### config.mk
export PLATFORM = sky130hd
export DESIGN_NAME = obstacle_nav_ctrl_flat
export DESIGN_NICKNAME = d
export VERILOG_FILES = /design/src/rtl/obstacle_nav_ctrl_pkg.sv /design/src/rtl/obstacle_nav_ctrl_if.sv /design/src/rtl/obstacle_nav_ctrl_ms_tick.sv /design/src/rtl/obstacle_nav_ctrl.sv /design/src/flat_wrapper.sv
export SDC_FILE = /design/constraint.sdc
export NUM_CORES = 1
export LEC_CHECK = 0
export CAP_MARGIN = 20
export CORE_MARGIN = 8
export CORE_UTILIZATION = 40
export DETAILED_ROUTE_END_ITERATION = 16
export GPL_TIMING_DRIVEN = 0
export PLACE_DENSITY = 0.62
export SETUP_SLACK_MARGIN = 0.5
export SYNTH_ARGS = -nofsm -noshare
export SYNTH_HDL_FRONTEND = slang
export SYNTH_SLANG_ARGS = --single-unit
### constraint.sdc
create_clock -name clk -period 5.36 [get_ports clk]
set_clock_uncertainty 0.2 [all_clocks]
set_input_delay 1.072 -clock clk [delete_from_list [all_inputs] [get_ports clk]]
set_output_delay 1.072 -clock clk [all_outputs]
set_load 0.005 [all_outputs]
### src/rtl/obstacle_nav_ctrl_pkg.sv
// rtl/obstacle_nav_ctrl_pkg.sv - shared motor codes, state codes and helpers for obstacle_nav_ctrl
// Contents: nav_state_e (state_dbg encoding), ST_* motor command codes, spin_code(), max3().
package obstacle_nav_ctrl_pkg;

  // Values are exported on state_dbg, so they are fixed.
  typedef enum logic [2:0] {
    S_IDLE  = 3'd0,
    S_FWD   = 3'd1,
    S_BRAKE = 3'd2,
    S_TURN  = 3'd3,
    S_CHECK = 3'd4
  } nav_state_e;

  // Motor command codes decoded by the H-bridge stage into aa/ab/ba/bb.
  localparam logic [1:0] ST_STOP   = 2'b00;
  localparam logic [1:0] ST_FWD    = 2'b11;
  localparam logic [1:0] ST_SPIN_R = 2'b01;
  localparam logic [1:0] ST_SPIN_L = 2'b10;

  // turn_dir: 0 = right, 1 = left.
  function automatic logic [1:0] spin_code(input logic dir_left);
    return dir_left ? ST_SPIN_L : ST_SPIN_R;
  endfunction

  function automatic int max3(input int a, input int b, input int c);
    int m;
    m = (a > b) ? a : b;
    return (m > c) ? m : c;
  endfunction

endpackage

### src/rtl/obstacle_nav_ctrl_if.sv
// rtl/obstacle_nav_ctrl_if.sv - sample input and motor command bundle for obstacle_nav_ctrl
// Signals: enable (run request), dist_cm[8:0] / dist_valid (ranging sample strobe),
// status[1:0] (motor command), state_dbg[2:0] (current state).
// master: ranging/host side that drives samples; slave: the navigation controller.
interface obstacle_nav_ctrl_if;
  logic       enable;
  logic [8:0] dist_cm;
  logic       dist_valid;
  logic [1:0] status;
  logic [2:0] state_dbg;

  modport master (
    output enable,
    output dist_cm,
    output dist_valid,
    input  status,
    input  state_dbg
  );

  modport slave (
    input  enable,
    input  dist_cm,
    input  dist_valid,
    output status,
    output state_dbg
  );
endinterface

### src/rtl/obstacle_nav_ctrl_ms_tick.sv
// rtl/obstacle_nav_ctrl_ms_tick.sv - free-running 1 ms tick prescaler
// Ports: clk, rst (sync, active-high), tick (1-cycle pulse every CLK_HZ/1000 clocks).
module obstacle_nav_ctrl_ms_tick #(
  parameter int CLK_HZ = 50_000_000
) (
  input  logic clk,
  input  logic rst,
  output logic tick
);

  localparam int DIV = (CLK_HZ / 1000 < 1) ? 1 : CLK_HZ / 1000;
  localparam int CW  = (DIV > 1) ? $clog2(DIV) : 1;

  logic [CW-1:0] cnt;

  always_ff @(posedge clk) begin
    if (rst) begin
      cnt  <= '0;
      tick <= 1'b0;
    end else if (cnt == CW'(DIV - 1)) begin
      cnt  <= '0;
      tick <= 1'b1;
    end else begin
      cnt  <= cnt + 1'b1;
      tick <= 1'b0;
    end
  end

endmodule

### src/rtl/obstacle_nav_ctrl.sv
// rtl/obstacle_nav_ctrl.sv - forward / brake / spin / check navigation FSM
// Ports: clk, rst (sync, active-high), nav (obstacle_nav_ctrl_if.slave):
//   enable, dist_cm[8:0], dist_valid in; status[1:0], state_dbg[2:0] out (registered).
module obstacle_nav_ctrl
  import obstacle_nav_ctrl_pkg::*;
#(
  parameter int CLK_HZ     = 50_000_000,
  parameter int STOP_CM    = 20,
  parameter int CLEAR_CM   = 30,
  parameter int CONFIRM_N  = 2,
  parameter int BRAKE_MS   = 200,
  parameter int TURN_MS    = 400,
  parameter int WDOG_MS    = 100,
  parameter int TURN_LIMIT = 4
) (
  input  logic                 clk,
  input  logic                 rst,
  obstacle_nav_ctrl_if.slave   nav
);

  localparam int MS_MAX = max3(BRAKE_MS, TURN_MS, WDOG_MS);
  localparam int MSW    = $clog2(MS_MAX + 1);
  localparam int FW     = (TURN_LIMIT > 0) ? $clog2(TURN_LIMIT + 1) : 1;

  logic tick;

  obstacle_nav_ctrl_ms_tick #(.CLK_HZ(CLK_HZ)) u_ms_tick (
    .clk  (clk),
    .rst  (rst),
    .tick (tick)
  );

  nav_state_e     state;
  logic [1:0]     status_q;
  logic [2:0]     dbg_q;
  logic [MSW-1:0] ms_cnt;    // dwell in BRAKE/TURN, watchdog in FWD/CHECK
  logic [3:0]     near_cnt;
  logic [FW-1:0]  fail_cnt;
  logic           turn_dir;  // 0 = right, 1 = left

  assign nav.status    = status_q;
  assign nav.state_dbg = dbg_q;

  // dist_cm == 0 means no echo; such strobes are dropped entirely.
  logic accepted, is_near, is_clear;
  assign accepted = nav.dist_valid && (nav.dist_cm != 9'd0);
  assign is_near  = nav.dist_cm <  9'(STOP_CM);
  assign is_clear = nav.dist_cm >= 9'(CLEAR_CM);

  logic wdog_exp, brake_done, turn_done;
  assign wdog_exp   = tick && (ms_cnt == MSW'(WDOG_MS - 1));
  assign brake_done = tick && (ms_cnt == MSW'(BRAKE_MS - 1));
  assign turn_done  = tick && (ms_cnt == MSW'(TURN_MS - 1));

  logic [MSW-1:0] ms_inc;
  logic [3:0]     near_inc;
  logic [FW-1:0]  fail_inc;
  assign ms_inc   = (ms_cnt == '1) ? ms_cnt : ms_cnt + 1'b1;
  assign near_inc = (near_cnt == 4'hF) ? near_cnt : near_cnt + 4'd1;
  assign fail_inc = (fail_cnt >= FW'(TURN_LIMIT)) ? fail_cnt : fail_cnt + 1'b1;

  always_ff @(posedge clk) begin
    if (rst) begin
      state    <= S_IDLE;
      status_q <= ST_STOP;
      dbg_q    <= S_IDLE;
      ms_cnt   <= '0;
      near_cnt <= '0;
      fail_cnt <= '0;
      turn_dir <= 1'b0;
    end else if (!nav.enable) begin
      state    <= S_IDLE;
      status_q <= ST_STOP;
      dbg_q    <= S_IDLE;
      ms_cnt   <= '0;
      near_cnt <= '0;
      fail_cnt <= '0;
    end else begin
      case (state)
        S_IDLE: begin
          state    <= S_CHECK;
          status_q <= ST_STOP;
          dbg_q    <= S_CHECK;
          ms_cnt   <= '0;
        end

        S_FWD: begin
          if (wdog_exp) begin
            state    <= S_BRAKE;
            status_q <= ST_STOP;
            dbg_q    <= S_BRAKE;
            ms_cnt   <= '0;
            near_cnt <= '0;
          end else if (accepted) begin
            ms_cnt <= '0;
            if (!is_near) begin
              near_cnt <= '0;  // includes the hysteresis band
            end else if (near_inc >= 4'(CONFIRM_N)) begin
              state    <= S_BRAKE;
              status_q <= ST_STOP;
              dbg_q    <= S_BRAKE;
              near_cnt <= '0;
            end else begin
              near_cnt <= near_inc;
            end
          end else if (tick) begin
            ms_cnt <= ms_inc;
          end
        end

        S_BRAKE: begin
          if (brake_done) begin
            state    <= S_TURN;
            status_q <= spin_code(turn_dir);
            dbg_q    <= S_TURN;
            ms_cnt   <= '0;
          end else if (tick) begin
            ms_cnt <= ms_inc;
          end
        end

        S_TURN: begin
          if (turn_done) begin
            state    <= S_CHECK;
            status_q <= ST_STOP;
            dbg_q    <= S_CHECK;
            ms_cnt   <= '0;
            // The turn that hit the limit runs in the old direction; the flip
            // applies from the next turn so status always tracks turn_dir.
            if (fail_cnt >= FW'(TURN_LIMIT)) begin
              turn_dir <= ~turn_dir;
              fail_cnt <= '0;
            end
          end else if (tick) begin
            ms_cnt <= ms_inc;
          end
        end

        S_CHECK: begin
          if (wdog_exp) begin
            state    <= S_IDLE;
            status_q <= ST_STOP;
            dbg_q    <= S_IDLE;
            ms_cnt   <= '0;
          end else if (accepted) begin
            ms_cnt <= '0;
            if (is_clear) begin
              state    <= S_FWD;
              status_q <= ST_FWD;
              dbg_q    <= S_FWD;
              near_cnt <= '0;
              fail_cnt <= '0;
            end else begin
              state    <= S_TURN;
              status_q <= spin_code(turn_dir);
              dbg_q    <= S_TURN;
              fail_cnt <= fail_inc;
            end
          end else if (tick) begin
            ms_cnt <= ms_inc;
          end
        end

        default: begin
          state    <= S_IDLE;
          status_q <= ST_STOP;
          dbg_q    <= S_IDLE;
          ms_cnt   <= '0;
        end
      endcase
    end
  end

endmodule
### src/flat_wrapper.sv
// flat-port wrapper written by rule: the top's interface ports become plain ports
module obstacle_nav_ctrl_flat import obstacle_nav_ctrl_pkg::*;
#(
  parameter int CLK_HZ     = 50_000_000,
  parameter int STOP_CM    = 20,
  parameter int CLEAR_CM   = 30,
  parameter int CONFIRM_N  = 2,
  parameter int BRAKE_MS   = 200,
  parameter int TURN_MS    = 400,
  parameter int WDOG_MS    = 100,
  parameter int TURN_LIMIT = 4
)
  (clk, rst, nav_enable, nav_dist_cm, nav_dist_valid, nav_status, nav_state_dbg);
  obstacle_nav_ctrl_if nav_i ();
  input  logic clk;
  input  logic rst;
  input wire logic [$bits(nav_i.enable)-1:0] nav_enable;
  input wire logic [$bits(nav_i.dist_cm)-1:0] nav_dist_cm;
  input wire logic [$bits(nav_i.dist_valid)-1:0] nav_dist_valid;
  output wire logic [$bits(nav_i.status)-1:0] nav_status;
  output wire logic [$bits(nav_i.state_dbg)-1:0] nav_state_dbg;
  assign nav_i.enable = nav_enable;
  assign nav_i.dist_cm = nav_dist_cm;
  assign nav_i.dist_valid = nav_dist_valid;
  assign nav_status = nav_i.status;
  assign nav_state_dbg = nav_i.state_dbg;
  obstacle_nav_ctrl #(.CLK_HZ(CLK_HZ), .STOP_CM(STOP_CM), .CLEAR_CM(CLEAR_CM), .CONFIRM_N(CONFIRM_N), .BRAKE_MS(BRAKE_MS), .TURN_MS(TURN_MS), .WDOG_MS(WDOG_MS), .TURN_LIMIT(TURN_LIMIT)) u_core (.clk(clk), .rst(rst), .nav(nav_i));
endmodule
Yosys cells after proc, flatten, opt, wreduce, memory -nomap -nowiden. Index checks and enable logic that the tools add are counted.

Bits in registers: 39. Input port bits: 13. Output and inout bits: 5.

Eq/ne operators: 21. Add/sub/neg operators: 4. Reduce and logical (&&, ||, !) cells: 15. $lt $le $gt $ge: 4. Multiplexer cells: 45. Bitwise gates (word level): 2.

Operators by type and width (count): $mux W9 (6); $mux W3 (14); $mux W4 (8); $pmux W9 S3 (1); $mux W2 (11); $eq A9 B9 Y1 const B (2); $add A16 B1 Y16 const B (1); $eq A16 B16 Y1 const B (1); $pmux W3 S5 (1); $ne A3 B1 Y1 const B (4); $reduce_and A6 Y1 (2); $ne A2 B1 Y1 const B (5); $add A9 B1 Y9 const B (1); $eq A9 B7 Y1 const B (1); $eq A9 B8 Y1 const B (1); $ge A9 B5 Y1 const B (1); $lt A9 B5 Y1 const B (1); $reduce_bool A9 Y1 (1); $pmux W2 S4 (1); $pmux W4 S2 (1); $eq A3 B2 Y1 const B (2); $pmux W3 S2 (1); $reduce_or A2 Y1 (3); $reduce_and A5 Y1 (1); other kinds (15) (20).

Logic depth before layout (Yosys ltp).
Word-level depth: 8. Depth in mapped cells: 7.

Cells and area by module. From an unflattened synthesis, not the netlist that was laid out.

Cell total of the unflattened synthesis: 236. Area, all modules: 2118.3 µm².

Modules (own cells, without submodules): obstacle_nav_ctrl (sequential area each 440.4 µm², times used 1, area an instance 1318.8 µm², cells an instance 153); obstacle_nav_ctrl_ms_tick (sequential area each 340.3 µm², times used 1, area an instance 799.5 µm², cells an instance 83).

Least setup slack after synthesis. Ideal clock, no wire load.

Kind: input to register. Start: in nav_dist_cm[8]. End: reg u_core.state[1]. Data arrival time: 2.695 ns. Cell stages on the path: 6. Buffers on the path: 0. Setup time: 0.103 ns. Slack: 2.362 ns. Path through: or4_4 > o31a_1 > nor4_4 > or2_2 > nor2_2 > a2111oi_2.

Word-level cells in the longest chain between the ends: 5.

Ends and longest elaborated chain: from (decl) (RTL line flat_wrapper.sv:18) `input wire logic [$bits(nav_i.dist_cm)-1:0] nav_dist_cm;`; $ge A9 B5 Y1 (RTL line obstacle_nav_ctrl.sv:48) `assign is_clear = nav.dist_cm >= 9'(CLEAR_CM);`; $mux W2 (RTL line obstacle_nav_ctrl.sv:147) `if (is_clear) begin`; $mux W3 (RTL line obstacle_nav_ctrl.sv:145) `end else if (accepted) begin`; $mux W3 (RTL line obstacle_nav_ctrl.sv:140) `if (wdog_exp) begin`; $pmux W3 S5 (RTL line obstacle_nav_ctrl.sv:79) `case (state)`; to (signal assigned) (RTL line obstacle_nav_ctrl.sv:81) `state <= S_CHECK;`; to (signal assigned) (RTL line obstacle_nav_ctrl.sv:141) `state <= S_IDLE;`; to (signal assigned) (RTL line obstacle_nav_ctrl.sv:148) `state <= S_FWD;`; to (decl) (RTL line obstacle_nav_ctrl.sv:33) `nav_state_e state;`.

Several ways; a longest one is shown, not always the timed one. The select of a mux whose other input is x is not followed. A chain may end at the register's enable or synchronous reset.

Worst setup path in the final report. Same ends and word-level chain as after synthesis.

==> summary.md <==
| Metric | Value |
|---|---|
| Setup TNS | 0 ps |
| Post-route DRC | 0 |
| I/O pin cnt | 18 |
| Routed via count | 1635 |
| R2r startpoint | u_core.ms_cnt[0] |
| Top-area cell type share of the netlist area | 39.9% |
| Number of placement rows | 25 |
| Max-Slew Margin vs Limit | 56.4% |
| Longest Clk Path Bufs | 2 |
| Sum of overflow across all layers after global routing | 0 |
| Die outline height | 85.9 um |
| Setup fix buffers added after clock tree synthesis | 0 |
| Worst hold path type | register to register |
| Count of pins over their slew limit | 0 |
| Clock slew seen by the registers of the worst setup and hold paths | 80 ps |
| Endpoint of the worst-slack reg-to-reg timing path | u_core.near_cnt[3] |
| Total design power | 0.624 mW |
| First-pass DRT Iterations | 4 |
| Worst-skew pair later-pin latency | 290 ps |
| Crit path required time | 5360 ps |
| All-layer global routing usage | 11.5% |
| Area enclosed by the die boundary | 7380 sq um |
| Most frequently used flop master after synthesis | dfxtp_1 |
| Layout overhead on the synthesized area | 18.7% |
| Number of max-capacitance violations reported | 0 |
| Starting utilization of the core area | 41.4% |
| Worst hold stages | 2 |
| Die width | 85.9 um |
| Register bit count reported by yosys | 39 |
| Depth of the worst register-to-register path | 6 |
| Beginning of the worst hold path | u_core.fail_cnt[1] |
| Fmax | 0.309 GHz |
| Final setup violation count | 0 |
| Number of global-route vias before repair | 1616 |
| Global placement routability congestion | 0.764 |
| Avg Inst Size Synth | 8.43 sq um |
| RSZ-0062 raised after global routing | no |
| Critical Path End Type | register |
| First-pass GRT wire length | 6910 um |
| Via density | 5.05 |
| Arrival time at the worst endpoint | 3240 ps |
| Fin. Hold Viols | 0 |
| Biggest fanout along the worst timing path | 4 |
| Run status | finished clean |
| Kind of critical path | input port to register |
| DRT antenna net count | 0 |
| Fraction of final layout cells sized beyond drive strength 1 | 7.00% |
| Worst vdd rail ir drop | 0.000172 V |
| Ys async rst share | 0% |
| CP Launch Type | input port |
| Portion of the clock cycle consumed by the worst path in the final layout | 60.4% |
| Initial antenna violation count | 0 |
| Register-to-register setup slack | 2850 ps |
| Number of buffer cells added on primary ports | 17 |
| Maximum level of the CTS H-tree | 2 |
| EDFF count, synth | 0 |
| Part of the Yosys area used for sequential elements | 39.9% |
| Violation count after the first detailed-route iteration | 62 |
| Post-Syn Instances | 232 |
| Multi-input logic area | 1140 sq um |
| Dominant cell type by area after synthesis | dfxtp_1 |
| Worst Hold Endpoint | u_core.fail_cnt[1] |
| Flip-flop and latch area | 781 sq um |
| Clock sinks | 39 |
| Power density of the placed cells | 269 nW/um^2 |
| Hold buffers post-CTS | 0 |
| Measured slew at the worst slew-check pin | 653 ps |
| Detailed-placement wirelength estimate | 2870 um |
| Post-detailed-route wirelength per cell | 11.9 um |
| Count of nets after finishing | 273 |
| Final critical path time including I/O delays and setup | 3240 ps |
| Clock root buffer | clkbuf_8 |
| Core footprint | 4720 sq um |
| Number of buffers created by CTS | 5 |
| Post-Syn Area | 1960 sq um |
| Post-Synthesis Net Count | 249 |
| Clock tree from TritonCTS | built |
| Pin count of the biggest net entering global routing | 14 |
| Number of distinct standard cells referenced by the synthesized netlist | 46 |
| Drt total wl | 3850 um |
| Leak Pwr | 0.792 nW |
| Leading post-synthesis cells by cell area | dfxtp_1, nor2_1, xor2_1, nand2_1, xnor2_1 |
| Number of synthesis warnings | 0 |
| Number of antenna repair diodes | 0 |
| # resized after CTS | 0 |
| Final-layout fill cell count | 487 |
==> cell usage after synthesis (2+ instances only) <==
| master | instances |
|---|---|
| nor2_1 | 41 |
| dfxtp_1 | 39 |
| nand2_1 | 23 |
| nand3_1 | 14 |
| xor2_1 | 11 |
| o21ai_0 | 9 |
| xnor2_1 | 9 |
| nand4_1 | 8 |
| and3_1 | 6 |
| a21o_1 | 5 |
| clkbuf_1 | 5 |
| ha_1 | 4 |
| mux2i_1 | 4 |
| nand2b_1 | 4 |
| a21oi_1 | 3 |
| and2_1 | 3 |
| inv_1 | 3 |
| nor2b_1 | 3 |
| nor3_1 | 3 |
| a2111oi_2 | 2 |
| a211oi_1 | 2 |
| and4_1 | 2 |
| nor3b_1 | 2 |
| nor4_1 | 2 |
| nor4bb_1 | 2 |
| or2_2 | 2 |
| or3_1 | 2 |
==> stage by stage <==
stage               setup slack [ps]  utilization, %  hold WS, ps  instance area (sq um)  std cells
detailed placement              1820            46.8          252                   2210        316
floorplan                       2360               -          230                   1960        232
global placement                1810            46.8          242                   2210        316
finish                          2120            49.2          262                   2320        324
global route                    1990            49.2          287                   2320        324
CTS                             2130            49.2          263                   2320        324
==> report_power, final <==
group          switching (mW)  internal [mW]
Clock                   0.108          0.139
Sequential            0.00571          0.295
Combinational          0.0395         0.0367
==> layout by cell type (no fill, tap or decap), drive strengths merged, types with 2 or more instances in the layout <==
cell type / count
a2111oi: 3
a211oi: 2
a21o: 5
a21oi: 3
and2: 3
and3: 6
and4: 2
clkbuf: 10
clkdlybuf4s50: 17
clkinv: 2
dfxtp: 39
ha: 4
inv: 3
mux2i: 4
nand2: 24
nand2b: 4
nand3: 14
nand4: 8
nor2: 42
nor2b: 3
nor3: 3
nor3b: 3
nor4: 3
nor4bb: 2
o21ai: 10
or2: 2
or3: 2
or3b: 2
or4: 2
xnor2: 9
xor2: 11
==> worst max-delay path, stage by stage <==
cell and delay, ps:
clkdlybuf4s50_1 420, or4_4 550, o31a_1 330, nor4_4 270, or2_2 210, nor2_2 80, a2111oi_2 300
==> area by class of cell <==
type | count | area share [%]
buffer | 5 | 0.808
clock buffer | 5 | 2.96
clock inverter | 3 | 1.89
inverter | 3 | 0.485
multi-input combinational | 185 | 49.3
sequential | 39 | 33.6
tap | 67 | 3.61
timing repair buffer | 17 | 7.33
==> worst max path at each step <==
stage	slack (ps)	from	cells after the start	end
after floorplan	2360	nav_dist_cm[8]	6	u_core.state[1]
after global placement	1810	nav_dist_cm[8]	7	u_core.state[1]
after detailed placement	1820	nav_dist_cm[8]	7	u_core.state[1]
after CTS	2130	nav_dist_cm[8]	7	u_core.state[1]
after global routing	1990	nav_dist_cm[2]	7	u_core.state[1]
final	2120	nav_dist_cm[8]	7	u_core.state[1]
==> metal layers <==
metal	GRT usage, %	up-vias	wire (um)
met5	0	-	0
li1	-	865	-
met1	13.6	743	1850
met4	4.30	0	48
met2	18.8	22	1770
met3	3.92	5	183
==> logic make-up (layout without fill, tap and decap cells) <==
family | count (synthesis) | in the layout | synth area share (%)
compound gates | 30 | 30 | 10.8
xor+xnor | 20 | 20 | 8.96
fa+ha+maj | 4 | 4 | 2.56
buf+inv | 8 | 33 | 1.54
flops | 39 | 39 | 39.9
mux | 4 | 4 | 2.05
simple gates | 127 | 127 | 34.2
==> flip-flops by register name, indices dropped and copies added (netlist names) <==
register	flops
u_core.fail_cnt	3
u_core.state	3
u_core.turn_dir	1
u_core.u_ms_tick.tick	1
u_core.nav.status	2
u_core.u_ms_tick.cnt	16
u_core.ms_cnt	9
u_core.near_cnt	4
Power figures use the tool's default switching activity.
